--- src/rtl/wr_en_generator_pkg.sv ---
// Shared helpers for the writeback write-enable gate.
package wr_en_generator_pkg;

  // Reset value for enable flops and counters.
  localparam logic EN_OFF = 1'b0;

  // A write request survives only when no flush is active.
  function automatic logic gate_en(input logic req, input logic flush);
    return req & ~flush;
  endfunction

  // A write request is squashed when a flush is active.
  function automatic logic squashed(input logic req, input logic flush);
    return req & flush;
  endfunction

endpackage

--- src/rtl/wr_en_sat_counter.sv ---
// Saturating event counter with synchronous clear and async reset.
module wr_en_sat_counter #(
  parameter int CNT_W = 16
) (
  input  logic             clk_in,
  input  logic             rst_n_in,
  input  logic             clr_in,
  input  logic             inc_in,
  output logic [CNT_W-1:0] cnt_out
);

  localparam logic [CNT_W-1:0] CNT_MAX = {CNT_W{1'b1}};
  localparam logic [CNT_W-1:0] CNT_ONE = CNT_W'(1'b1);

  logic [CNT_W-1:0] cnt_r;

  // Count increments, holding at all-ones; clear wins over increment.
  always_ff @(posedge clk_in or negedge rst_n_in) begin
    if (!rst_n_in) begin
      cnt_r <= {CNT_W{1'b0}};
    end else if (clr_in) begin
      cnt_r <= {CNT_W{1'b0}};
    end else if (inc_in && (cnt_r != CNT_MAX)) begin
      cnt_r <= cnt_r + CNT_ONE;
    end else begin
      cnt_r <= cnt_r;
    end
  end

  assign cnt_out = cnt_r;

endmodule

--- src/rtl/wr_en_generator.sv ---
// Writeback write-enable gate for the register and CSR files, with
// flush-squash counters for debug visibility.
module wr_en_generator
  import wr_en_generator_pkg::*;
#(
  parameter int CNT_W   = 16,
  parameter bit REG_OUT = 1'b0
) (
  input  logic             clk_in,
  input  logic             rst_n_in,
  input  logic             flush_in,
  input  logic             rf_wr_en_reg_in,
  input  logic             csr_wr_en_reg_in,
  input  logic             cnt_clr_in,
  output logic             wr_en_int_file_out,
  output logic             wr_en_csr_file_out,
  output logic [CNT_W-1:0] squash_int_cnt_out,
  output logic [CNT_W-1:0] squash_csr_cnt_out
);

  logic int_en_s;
  logic csr_en_s;
  logic int_sq_s;
  logic csr_sq_s;

  // Flush overrides both requests; squash strobes feed the counters.
  always_comb begin
    int_en_s = gate_en(rf_wr_en_reg_in, flush_in);
    csr_en_s = gate_en(csr_wr_en_reg_in, flush_in);
    int_sq_s = squashed(rf_wr_en_reg_in, flush_in);
    csr_sq_s = squashed(csr_wr_en_reg_in, flush_in);
  end

  generate
    if (REG_OUT) begin : g_reg_out
      logic int_en_r;
      logic csr_en_r;

      // Register the gated enables for a one-cycle-latency timing cut.
      always_ff @(posedge clk_in or negedge rst_n_in) begin
        if (!rst_n_in) begin
          int_en_r <= EN_OFF;
          csr_en_r <= EN_OFF;
        end else begin
          int_en_r <= int_en_s;
          csr_en_r <= csr_en_s;
        end
      end

      assign wr_en_int_file_out = int_en_r;
      assign wr_en_csr_file_out = csr_en_r;
    end else begin : g_comb_out
      assign wr_en_int_file_out = int_en_s;
      assign wr_en_csr_file_out = csr_en_s;
    end
  endgenerate

  wr_en_sat_counter #(.CNT_W(CNT_W)) u_int_cnt (
    .clk_in   (clk_in),
    .rst_n_in (rst_n_in),
    .clr_in   (cnt_clr_in),
    .inc_in   (int_sq_s),
    .cnt_out  (squash_int_cnt_out)
  );

  wr_en_sat_counter #(.CNT_W(CNT_W)) u_csr_cnt (
    .clk_in   (clk_in),
    .rst_n_in (rst_n_in),
    .clr_in   (cnt_clr_in),
    .inc_in   (csr_sq_s),
    .cnt_out  (squash_csr_cnt_out)
  );

endmodule

--- config.mk ---
export PLATFORM = sky130hd
export DESIGN_NAME = wr_en_generator
export DESIGN_NICKNAME = d
export VERILOG_FILES = /design/src/rtl/wr_en_generator_pkg.sv /design/src/rtl/wr_en_sat_counter.sv /design/src/rtl/wr_en_generator.sv
export SDC_FILE = /design/constraint.sdc
export NUM_CORES = 1
export LEC_CHECK = 0
export BUFFER_PORTS_ARGS = -buffer_cell sky130_fd_sc_hd__buf_2
export CAP_MARGIN = 20
export CORE_MARGIN = 10
export CORE_UTILIZATION = 49
export CTS_CLUSTER_DIAMETER = 60
export DETAILED_ROUTE_END_ITERATION = 10
export PLACE_DENSITY = 0.76
export SETUP_SLACK_MARGIN = 0.05
export SLEW_MARGIN = 20
export SYNTH_ARGS = -nofsm -noshare
export SYNTH_HDL_FRONTEND = slang
export SYNTH_HIERARCHICAL = 1
export SYNTH_SLANG_ARGS = --single-unit
export TNS_END_PERCENT = 1
--- constraint.sdc ---
create_clock -name clk_in -period 1.6 [get_ports clk_in]
set_clock_uncertainty 0.05 [all_clocks]
set_input_delay 0.08 -clock clk_in [delete_from_list [all_inputs] [get_ports clk_in]]
set_output_delay 0.08 -clock clk_in [all_outputs]
set_load 0.05 [all_outputs]
== Yosys cells after proc, flatten, opt, wreduce, memory -nomap -nowiden ==
Cells that the tools add are included.
Widths: inputs -> output; s select.
Storage, ports and cells
  bits in registers: 32
  word-level logic and storage cells: 19
  memories: 0
  output and inout port bits: 34
  ROM bits: 0
  input port bits: 6
  bits in latches: 0
  memory bits (writable): 0
Operators by class
  eq/ne operators: 2
  magnitude comparators: 0
  div/mod/pow operators: 0
  shift operators: 0
  mux-type cells: 4
  add/sub/neg operators: 2
  reductions and logical operators: 4
  multiply operators: 0
  bitwise gates (word level): 5
Operators by type and width (count)
  $mux 16: 4
  $add 16x1->16 const B: 2
  $ne 16x16->1 const B: 2
  $and 1x1->1: 4
  $reduce_bool 2->1: 2
  $logic_and 1x1->1: 2
  $not 1->1: 1

== Longest topological paths before layout ==
Gate-level depths: netlist (run 1).
  depth in word-level cells: 4
  depth in mapped cells: 6
  gate-level depth less buffers: 5

== Modules after synthesis ==
Netlist (run 1), hierarchy kept.
By module, submodules not included
  wr_en_sat_counter: times used 2, area each 942.2 µm², cells each 98
  wr_en_generator: times used 1, area each 25.0 µm², cells each 4

== Least setup slack after synthesis (run 1) ==
OpenSTA, ideal clock, no wires.
  kind: register to register
  start point: register u_csr_cnt.cnt_r[0] (netlist: u_csr_cnt/cnt_out[0])
  end point: register u_csr_cnt.cnt_r[15] (netlist: u_csr_cnt/cnt_out[15])
  path slack: -0.566 ns
  data arrival time: 1.988 ns
  clock period less this slack: 2.166 ns
  stages on the path, launching flop included: 6
  buffers on the path: 0
  cell sequence: dfrtp_1 ha_1 nand4_2 nor4_4 nor4_1 mux2_1
Between the ends
  longest elaborated chain between the ends: 3
  elaborated cells between the ends (all ways): 6
RTL lines
  start, declared: line wr_en_sat_counter.sv:15  | logic [CNT_W-1:0] cnt_r;
  start signal, assigned: line wr_en_sat_counter.sv:20  | cnt_r <= {CNT_W{1'b0}};
  start signal, assigned: line wr_en_sat_counter.sv:22  | cnt_r <= {CNT_W{1'b0}};
  start signal, assigned: line wr_en_sat_counter.sv:24  | cnt_r <= cnt_r + CNT_ONE;
  $add 16x1->16 or $ne 16x16->1 (tied branches): line wr_en_sat_counter.sv:24, wr_en_sat_counter.sv:23
  $mux 16 or $logic_and 1x1->1 (tied branches): line wr_en_sat_counter.sv:23  | end else if (inc_in && (cnt_r != CNT_MAX)) begin
  $mux 16 or $reduce_bool 2->1 (tied branches)
Several ways; a longest one is shown, not always the timed one. The select of a mux whose other input is x is not followed.
A chain may end at the register's enable or synchronous reset.

== Final worst setup path (run 1) ==
  start point: register u_int_cnt.cnt_r[9] (netlist: u_int_cnt/cnt_out[9])
  end point: register u_int_cnt.cnt_r[11] (netlist: u_int_cnt/cnt_out[11])
Between the ends
  longest elaborated chain between the ends: 3
  elaborated cells between the ends (all ways): 6
RTL lines (line)
  start, declared: wr_en_sat_counter.sv:15
  start signal, assigned: wr_en_sat_counter.sv:20
  start signal, assigned: wr_en_sat_counter.sv:22
  start signal, assigned: wr_en_sat_counter.sv:24
  $add 16x1->16 or $ne 16x16->1 (tied branches): wr_en_sat_counter.sv:24, wr_en_sat_counter.sv:23
  $mux 16 or $logic_and 1x1->1 (tied branches): wr_en_sat_counter.sv:23
  $mux 16 or $reduce_bool 2->1 (tied branches)
Several ways; a longest one is shown, not always the timed one. The select of a mux whose other input is x is not followed.

==> results of run 1 <==
[cell type report]
type,instances,area share [%]
Clock buffer,7,3.16
Clock inverter,1,0.986
Inverter,6,0.740
Multi-Input combinational cell,152,42.1
Sequential cell,32,27.6
Tap cell,48,1.97
Timing Repair Buffer,104,23.4
[worst register-to-register path: cells and delay by family, from the launching register on]
| family | cells | cell delay, ns |
|---|---|---|
| flops | 1 | 0.42 |
| buf+inv | 2 | 0.30 |
| mux | 1 | 0.35 |
| simple gates | 3 | 0.59 |
[per-stage QoR]
step	total power, mW	std cells
5_1_grt	1.90	350
3_5_place_dp	0.975	336
3_3_place_gp	0.971	336
4_1_cts	1.84	350
6_report	1.85	350
2_1_floorplan	0.910	200
[report_power, final]
| part | internal, mW | switching, mW |
|---|---|---|
| clock | 0.550 | 0.317 |
| sequential | 0.814 | 0.00609 |
| combinational | 0.0459 | 0.113 |
| total | 1.41 | 0.436 |
[what timing repair did]
action / 4_1_cts / 5_1_grt
buffers inserted: 5 / 0
gates cloned: 0 / 0
setup endpoints to repair: 31 / 32
endpoints found under the hold margin: 32 / 0
resized for setup: 28 / 20
pin swaps: 28 / 10
hold buffers: 1 / 0
[placed cells by master (no fill, tap or decap), types with 5 or more instances in the layout]
cell type,count
o21ai_1,6
nor2b_1,10
buf_2,39
nand3_1,5
nand4_1,12
dfrtp_2,32
or4_1,8
buf_4,57
a21oi_1,14
clkbuf_8,7
nand2_1,11
nor4_4,8
a21oi_2,8
inv_1,6
buf_6,7
o31ai_1,14
nor2_1,8
[path summary, 6_finish.rpt]
check,startpoint,to,slack (ns),cells past startpoint
worst min register to register,u_csr_cnt/cnt_out[7]$_DFFE_PN0P_,u_csr_cnt/cnt_out[7]$_DFFE_PN0P_,0.57,2
worst max register to register,u_int_cnt/cnt_out[9]$_DFFE_PN0P_,u_int_cnt/cnt_out[11]$_DFFE_PN0P_,-0.25,6
worst min-delay path,cnt_clr_in,u_csr_cnt/cnt_out[8]$_DFFE_PN0P_,0.20,2
min in group asynchronous,rst_n_in,u_csr_cnt/cnt_out[8]$_DFFE_PN0P_,0.32,2
worst max-delay path,u_int_cnt/cnt_out[9]$_DFFE_PN0P_,u_int_cnt/cnt_out[11]$_DFFE_PN0P_,-0.25,6
max in group asynchronous,rst_n_in,u_int_cnt/cnt_out[12]$_DFFE_PN0P_,0.65,2
[layer usage]
| metal | global-route usage, % | vias to the layer above |
|---|---|---|
| met5 | 0 | - |
| met4 | 8.50 | 0 |
| met3 | 6.26 | 23 |
| met2 | 34.4 | 115 |
| met1 | 24.0 | 1077 |
| li1 | - | 979 |
[sequential cells by signal, summed over array words and instances (netlist names)]
register           cells
u_int_cnt/cnt_out     16
u_csr_cnt/cnt_out     16
[logic make-up (layout without fill, tap and decap cells)]
kind of cell | Yosys count | in the layout | synth area share (%)
compound gates | 48 | 48 | 16.0
fa+ha+maj | 2 | 2 | 1.31
buf+inv | 16 | 118 | 3.93
flops | 32 | 32 | 41.9
mux | 8 | 8 | 4.72
simple gates | 94 | 94 | 32.1
==> metrics, run 1 <==
most instantiated cells after synthesis=32 x dfrtp_1, 22 x a21oi_1, 14 x o31ai_1; top cell type's share of synthesized area=41.9%; Cell Chain, Critical Path=nand4_1, nor4_4, buf_6, buf_6, nor4_4, mux2_1; syn_nets=208; EDFF count, synth=0; layout cells sized above 1=between 60% and 70%; dominant cells by area after synthesis=dfrtp_1 42%, a21oi_1 5.8%, o31ai_1 5.5%, mux2_1 4.7%, nand4_1 3.9%; routed len/inst=a little over 20 µm; Most used DFF post-synth=dfrtp_1; CTS tree=yes; multi-input logic area=~1300 µm²; crit path buf inv count=2; Slew Limit Headroom=between 50% and 60%; register area share after synthesis=a little over two fifths; f_max=between 0.5 and 0.6 GHz; dominant cell type by area after synthesis=dfrtp_1; cells after synthesis=200; Layout area overhead=59.4%; CP startpoint kind=flip-flop; RSZ-0062 raised after global routing=true; mean post-synth cell area=9.55 µm²; CP top delay family=simple AND/OR/NAND/NOR gates; gpl congestion=~0.83; worst hold slack=between 0.2 and 0.25 ns; Sink Count=32; # rows=22; antenna viol nets, final=0; worst vdd ir=between 0.0005 and 0.0006 V; via/cell ratio=around 6.3; Num CTS Buffers=5; vias=between 2000 and 2500; DR iter-0 viols=297; total wire length=between 7000 and 8000 µm; M1 WL=around 2800 µm; Total GRT Usage=between 20 and 25%; final design utilization=between 80% and 90%; Setup violations, final=26; PortBufs=39; Post-Layout Inst Area=3040 µm²; # IOs=40; status=complete, but fails checks; antenna violations before repair=0; Clock Latency Late Sink=just under 0.3 ns; Crit path largest cell delay=0.42 ns; Root Buffer=clkbuf_8; violated checks=setup timing; leakage=about 1.3 nW; vias in the first global route=roughly 2200; H-Tree Depth=2; final worst-path cycle share=115%; largest net degree at the start of global routing=33; Tmin final=between 1.5 and 2 ns; Die Width=slightly above 80 µm; crit path capture type=flip-flop; HP Class=input pin to flip-flop; synthesized area=1910 µm²; Max stage delay cell, worst path=dfrtp_2; Syn. warnings=6; layout net count=between 300 and 400; uppermost layer routed=met4; Die Y=between 80 and 90 µm; worst setup margin=-0.247 ns; worst path required time=approximately 1.7 ns; CTS max path bufs=2; met2 routed WL=roughly 3600 µm; drt pass-1 iters=4; clock slew at reported path FFs=0.07 ns; Fin. Hold Viols=0; Setup TNS Final=-2.96 ns; DR DRC count=0; top-count cell post-synth=dfrtp_1; Cell variety after synth=29; Power per Cell Area=just over 600 nW/µm²; Slew Viols, Final=0; first-pass GRT wire length=~11000 µm; Critical Path AT=roughly 2.0 ns; #FFs+latches synth=32; register area=between 800 and 900 µm²; critical path type=flip-flop to flip-flop; Filler cells=around 220; DP Area=between 2000 and 3000 µm²; worst-path maximum fanout=7; Antenna diodes=0; async set or reset register ratio after synthesis=100%; Core Region=between 3000 and 4000 µm²; Placement Setup Slack=-0.254 ns; die area=around 6800 µm²; grt total ovfl=0; Least-Margin Pin Slew=roughly 0.73 ns; MaxCap Viol Count=0; DPL Wire Length=between 4000 and 5000 µm; DR WL met3=590 µm; Initial Utilization=between 50% and 60%
No activity file was read; power rests on OpenSTA's default activity.
==> run 2, diff against run 1 <==
--- a/config.mk
+++ b/config.mk
@@ -8,10 +8,9 @@
 export BUFFER_PORTS_ARGS = -buffer_cell sky130_fd_sc_hd__buf_2
 export CAP_MARGIN = 20
 export CORE_MARGIN = 10
-export CORE_UTILIZATION = 49
+export CORE_UTILIZATION = 30
 export CTS_CLUSTER_DIAMETER = 60
 export DETAILED_ROUTE_END_ITERATION = 10
-export PLACE_DENSITY = 0.76
 export SETUP_SLACK_MARGIN = 0.05
 export SLEW_MARGIN = 20
 export SYNTH_ARGS = -nofsm -noshare
==> metrics, run 2 (same netlist as run 1, synthesis figures left out) <==
Crit path largest cell delay=0.53 ns (+0.11 ns); die area=9960 µm² (+47%); routed len/inst=16.0 µm (-22%); CTS tree=yes; crit path capture type=flip-flop; Switch Pwr=449 µW (+3.0%); most frequent cells in the layout=63 x buf_4, 39 x buf_2, 32 x dfrtp_2; multi-input logic area=1250 µm² (-2.2%); register area=841 µm² (unchanged); Die Y=99.8 µm (+21%); layout net count=315 (+1.9%); FF-to-FF setup slack=-0.11 ns (+0.14 ns); grt total ovfl=0 (unchanged); DR DRC count=0 (unchanged); HP Class=input pin to flip-flop; Pwr Total=1.77 mW (-4.0%); f_max=0.585 GHz (+7.9%); Initial Utilization=30.4% (-21 points); status=complete, but fails checks; DP Area=2670 µm² (+1.1%); Sequential Power Share=46.3% (+1.9 points); critical path type=flip-flop to flip-flop; PortBufs=39 (unchanged); clock share of power=45.1% (-1.9 points); Die Width=99.8 µm (+21%); Max stage delay cell, worst path=or4_4; leakage=1.34 nW (+2.4%); Setup violations, final=25 (-3.8%); CTS max path bufs=2 (unchanged); Total GRT Usage=11.9% (-8.7 points); final design utilization=49.2% (-33 points); Power per Cell Area=573 nW/µm² (-5.5%); DP Cell Count=364 (+8.3%); Int Power=1.32 mW (-6.2%); combinational power share=8.6% (about the same); antenna viol nets, final=0 (unchanged); CP startpoint kind=flip-flop; Post-Layout Inst Area=3090 µm² (+1.5%); violated checks=setup timing; layout cells sized above 1=65.3% (+2.7 points); Sink Count=32 (unchanged); first-pass GRT wire length=9960 µm (-8.1%); H-Tree Depth=2 (unchanged); post-route insts no fill=385 (+10%); total wire length=6170 µm (-15%); Slew Limit Headroom=62.4% (+11 points); Num CTS Buffers=5 (unchanged); worst setup margin=-0.111 ns (+0.136 ns); DR iter-0 viols=62 (-79%); Core Region=6280 µm² (+69%); Placement Setup Slack=-0.204 ns (+0.0496 ns); Slew Viols, Final=0 (unchanged); Setup TNS Final=-1.40 ns (+1.56 ns); worst hold slack=0.210 ns (+0.00661 ns); vias in the first global route=2108 (-2.8%); RSZ-0062 raised after global routing=true; MaxCap Viol Count=0 (unchanged); largest net degree at the start of global routing=33 (unchanged); worst path required time=1.77 ns (+0.06 ns); # IOs=40 (unchanged); Cell Chain, Critical Path=and4_4, nand4_1, buf_4, or4_4, a21oi_2; clock slew at reported path FFs=0.08 ns (about the same); via/cell ratio=5.28 (-16%); Clock Latency Late Sink=0.28 ns (about the same); vias=2034 (-7.3%); DPL Wire Length=4300 µm (-0.55%); Fin. Hold Viols=0 (unchanged); drt pass-1 iters=4 (unchanged); Antenna diodes=0 (unchanged); Layout area overhead=61.9%; switching share of power=25.4% (+1.7 points); commonest non-fill, non-tap cell in the layout=buf_4; Critical Path AT=1.88 ns (-0.08 ns); final worst-path cycle share=107% (-8.5 points); Least-Margin Pin Slew=0.564 ns (-0.167 ns); Root Buffer=clkbuf_8; gpl congestion=0.772 (-6.5%); # rows=29 (+32%); worst-path maximum fanout=4 (-3); worst vdd ir=0.000466 V (-7.6%); Tmin final=1.71 ns (-0.136 ns); antenna violations before repair=0 (unchanged); Filler cells=587 (+170%)
[run 2: cell types whose count changed in the layout (fill, tap and decap cells not counted), sizes merged]
| cell | before | now |
|---|---|---|
| clkinv | 0 | 1 |
| clkbuf | 7 | 5 |
| clkinvlp | 0 | 1 |
| buf | 103 | 109 |
[run 2: power groups by stage]
stage          Clock [mW]  Sequential, mW  Combinational, mW
6_report            0.799           0.820              0.152
5_1_grt             0.847           0.821              0.168
4_1_cts             0.825           0.820              0.151
3_5_place_dp            0           0.836              0.143
3_3_place_gp            0           0.835              0.140
2_1_floorplan           0           0.854             0.0554
[run 2: worst paths after layout]
check | from | cells after the start | endpoint
worst max register to register | u_csr_cnt/cnt_out[2]$_DFFE_PN0P_ | 5 | u_csr_cnt/cnt_out[7]$_DFFE_PN0P_
max in group asynchronous | rst_n_in | 3 | u_int_cnt/cnt_out[10]$_DFFE_PN0P_
worst min-delay path | cnt_clr_in | 2 | u_int_cnt/cnt_out[8]$_DFFE_PN0P_
worst min register to register | u_csr_cnt/cnt_out[10]$_DFFE_PN0P_ | 2 | u_csr_cnt/cnt_out[10]$_DFFE_PN0P_
worst max-delay path | u_csr_cnt/cnt_out[2]$_DFFE_PN0P_ | 5 | u_csr_cnt/cnt_out[7]$_DFFE_PN0P_
min in group asynchronous | rst_n_in | 3 | u_csr_cnt/cnt_out[8]$_DFFE_PN0P_
[run 2: area by class of cell]
cell class	count	area share, %
repair buffers	110	24.8
well taps	77	3.12
flip-flops and latches	32	27.2
inverters	6	0.729
multi-input cells	152	40.6
clock buffers	5	2.23
clock inverters	3	1.38
[run 2: per-layer routing]
metal | vias up | routed length (µm) | track usage [%]
li1 | 989 | - | -
met1 | 1007 | 2680 | 14.1
met2 | 36 | 3130 | 20.3
met3 | 2 | 326 | 3.71
met4 | 0 | 23 | 2.87
met5 | - | 0 | 0
[run 2: timing repair]
action / 4_1_cts / 5_1_grt
gates cloned: 0 / 1
endpoints found under the hold margin: 32 / 0
hold buffers: 1 / 0
pin swaps: 32 / 12
gates resized for setup: 24 / 26
setup buffers: 9 / 3
endpoints found under the setup margin: 29 / 30
[run 2: worst max-delay path: cells and delay by family (launching register included)]
family	cells	cell delay, ns
AOI/OAI and AO/OA	1	0.14
buffers and inverters	1	0.17
and+or+nand+nor	3	0.89
DFF	1	0.40
==> run 3, diff against run 2 <==
--- a/config.mk
+++ b/config.mk
@@ -6,11 +6,13 @@
 export NUM_CORES = 1
 export LEC_CHECK = 0
 export BUFFER_PORTS_ARGS = -buffer_cell sky130_fd_sc_hd__buf_2
-export CAP_MARGIN = 20
-export CORE_MARGIN = 10
+export CAP_MARGIN = 25
+export CELL_PAD_IN_SITES_DETAIL_PLACEMENT = 0
+export CELL_PAD_IN_SITES_GLOBAL_PLACEMENT = 2
 export CORE_UTILIZATION = 30
 export CTS_CLUSTER_DIAMETER = 60
 export DETAILED_ROUTE_END_ITERATION = 10
+export PLACE_DENSITY_LB_ADDON = 0.1
 export SETUP_SLACK_MARGIN = 0.05
 export SLEW_MARGIN = 20
 export SYNTH_ARGS = -nofsm -noshare
==> metrics, run 3 (same netlist as run 1, synthesis figures left out) <==
status=complete, but fails checks; violated checks=setup timing; Power per Cell Area=579 nW/µm² (+0.97%); Crit path largest cell delay=0.39 ns (-0.14 ns); Post-Layout Inst Area=3060 µm² (-1.1%); die area=6690 µm² (-33%); vias in the first global route=1932 (-8.3%); gpl congestion=0.784 (+1.6%); worst-path maximum fanout=5 (+1); H-Tree Depth=2 (unchanged); DR iter-0 viols=76 (+23%); Layout area overhead=60.1%; HP Class=input pin to flip-flop; PortBufs=39 (unchanged); drt pass-1 iters=4 (unchanged); antenna viol nets, final=0 (unchanged); Die Y=81.8 µm (-18%); total wire length=5820 µm (-5.6%); Pwr Total=1.77 mW (-0.13%); crit path capture type=flip-flop; Filler cells=579 (-1.4%); CP top delay family=simple AND/OR/NAND/NOR gates; Total GRT Usage=18.2% (+6.4 points); worst vdd ir=0.000432 V (-7.3%); Clock Latency Late Sink=0.29 ns (about the same); vias=2041 (+0.34%); routed len/inst=15.3 µm (-4.6%); Antenna diodes=0 (unchanged); met2 routed WL=3050 µm (-2.6%); DR WL met3=263 µm (-19%); grt total ovfl=0 (unchanged); f_max=0.550 GHz (-5.9%); antenna violations before repair=0 (unchanged); MaxCap Viol Count=0 (unchanged); Core Region=6030 µm² (-4.0%); Slew Limit Headroom=60.6% (-1.8 points); DR DRC count=0 (unchanged); worst setup margin=-0.219 ns (-0.108 ns); Cell Chain, Critical Path=buf_4, and4_4, nand4_1, nor4_1, mux2_1; CTS tree=yes; uppermost layer routed=met4; # IOs=40 (unchanged); # rows=28 (-3.4%); Fin. Hold Viols=0 (unchanged); Die Width=81.8 µm (-18%); post-route insts no fill=381 (-1.0%); most frequent cells in the layout=62 x buf_4, 39 x buf_2, 32 x dfrtp_2; via/cell ratio=5.36 (+1.4%); Initial Utilization=31.7% (+1.3 points); layout cells sized above 1=63.4% (-1.9 points); Sink Count=32 (unchanged); CP startpoint kind=flip-flop; DP Area=2720 µm² (+2.0%); layout net count=313 (-0.63%); crit path buf inv count=1 (unchanged); largest net degree at the start of global routing=33 (unchanged); Root Buffer=clkbuf_8; Critical Path AT=1.93 ns (+0.05 ns); clock slew at reported path FFs=0.08 ns (about the same); worst path required time=1.71 ns (-0.06 ns); Max stage delay cell, worst path=dfrtp_2; DP Cell Count=366 (+0.55%); leakage=1.32 nW (-0.92%); DPL Wire Length=4110 µm (-4.4%); RSZ-0062 raised after global routing=true; worst hold slack=0.248 ns (+0.0379 ns); Least-Margin Pin Slew=0.591 ns (+0.0269 ns); Tmin final=1.82 ns (+0.108 ns); M1 WL=2440 µm (-8.9%); Num CTS Buffers=5 (unchanged); CTS max path bufs=2 (unchanged); commonest non-fill, non-tap cell in the layout=buf_4; first-pass GRT wire length=9280 µm (-6.9%); Placement Setup Slack=-0.224 ns (-0.0200 ns); Setup violations, final=27 (+8.0%); critical path type=flip-flop to flip-flop; Slew Viols, Final=0 (unchanged); final worst-path cycle share=114% (+6.8 points)
run 3: repair_timing:
| action | CTS | global route |
|---|---|---|
| endpoints found under the hold margin | 32 | 0 |
| gates resized for setup | 14 | 27 |
| pin swaps | 30 | 11 |
| setup buffers | 5 | 3 |
| hold buffers | 1 | 0 |
| endpoints found under the setup margin | 31 | 32 |
run 3: path summary, 6_finish.rpt:
check,cells past startpoint,to,startpoint,slack (ns)
max in group asynchronous,3,u_int_cnt/cnt_out[6]$_DFFE_PN0P_,rst_n_in,0.83
max reg2reg,5,u_int_cnt/cnt_out[13]$_DFFE_PN0P_,u_int_cnt/cnt_out[0]$_DFFE_PN0P_,-0.22
max,5,u_int_cnt/cnt_out[13]$_DFFE_PN0P_,u_int_cnt/cnt_out[0]$_DFFE_PN0P_,-0.22
min,2,u_csr_cnt/cnt_out[10]$_DFFE_PN0P_,cnt_clr_in,0.25
min in group asynchronous,3,u_csr_cnt/cnt_out[2]$_DFFE_PN0P_,rst_n_in,0.29
min reg2reg,2,u_int_cnt/cnt_out[3]$_DFFE_PN0P_,u_int_cnt/cnt_out[3]$_DFFE_PN0P_,0.53
run 3: per-layer routing:
layer / track usage (%) / vias up
li1: - / 991
met1: 21.4 / 988
met2: 33.6 / 51
met3: 3.33 / 11
met4: 4.74 / 0
met5: 0 / -
run 3: report_power, final:
| group | leakage (nW) | internal [mW] | switching, mW | total [mW] |
|---|---|---|---|---|
| logic | 0.877 | 0.0518 | 0.107 | 0.159 |
| registers | 0.393 | 0.814 | 0.00572 | 0.819 |
| clock network | 0.0552 | 0.463 | 0.328 | 0.791 |
| total | 1.32 | 1.33 | 0.441 | 1.77 |
run 3: area by class of cell:
type                            instances  area (µm²)  share of cell area [%]
Sequential cell                        32         841                    27.5
Inverter                                6        22.5                   0.737
Clock buffer                            6        72.6                    2.37
Tap cell                               75        93.8                    3.07
Timing Repair Buffer                  108         756                    24.7
Clock inverter                          2        35.0                    1.15
Multi-Input combinational cell        152        1240                    40.4
run 3: per-stage QoR:
| stage | util, % | TNS, ns |
|---|---|---|
| floorplan | - | -6.16 |
| global placement | 45.1 | -1.83 |
| detailed placement | 45.1 | -2.83 |
| CTS | 48.6 | -2.28 |
| global route | 50.7 | -4.83 |
| finish | 50.7 | -2.66 |
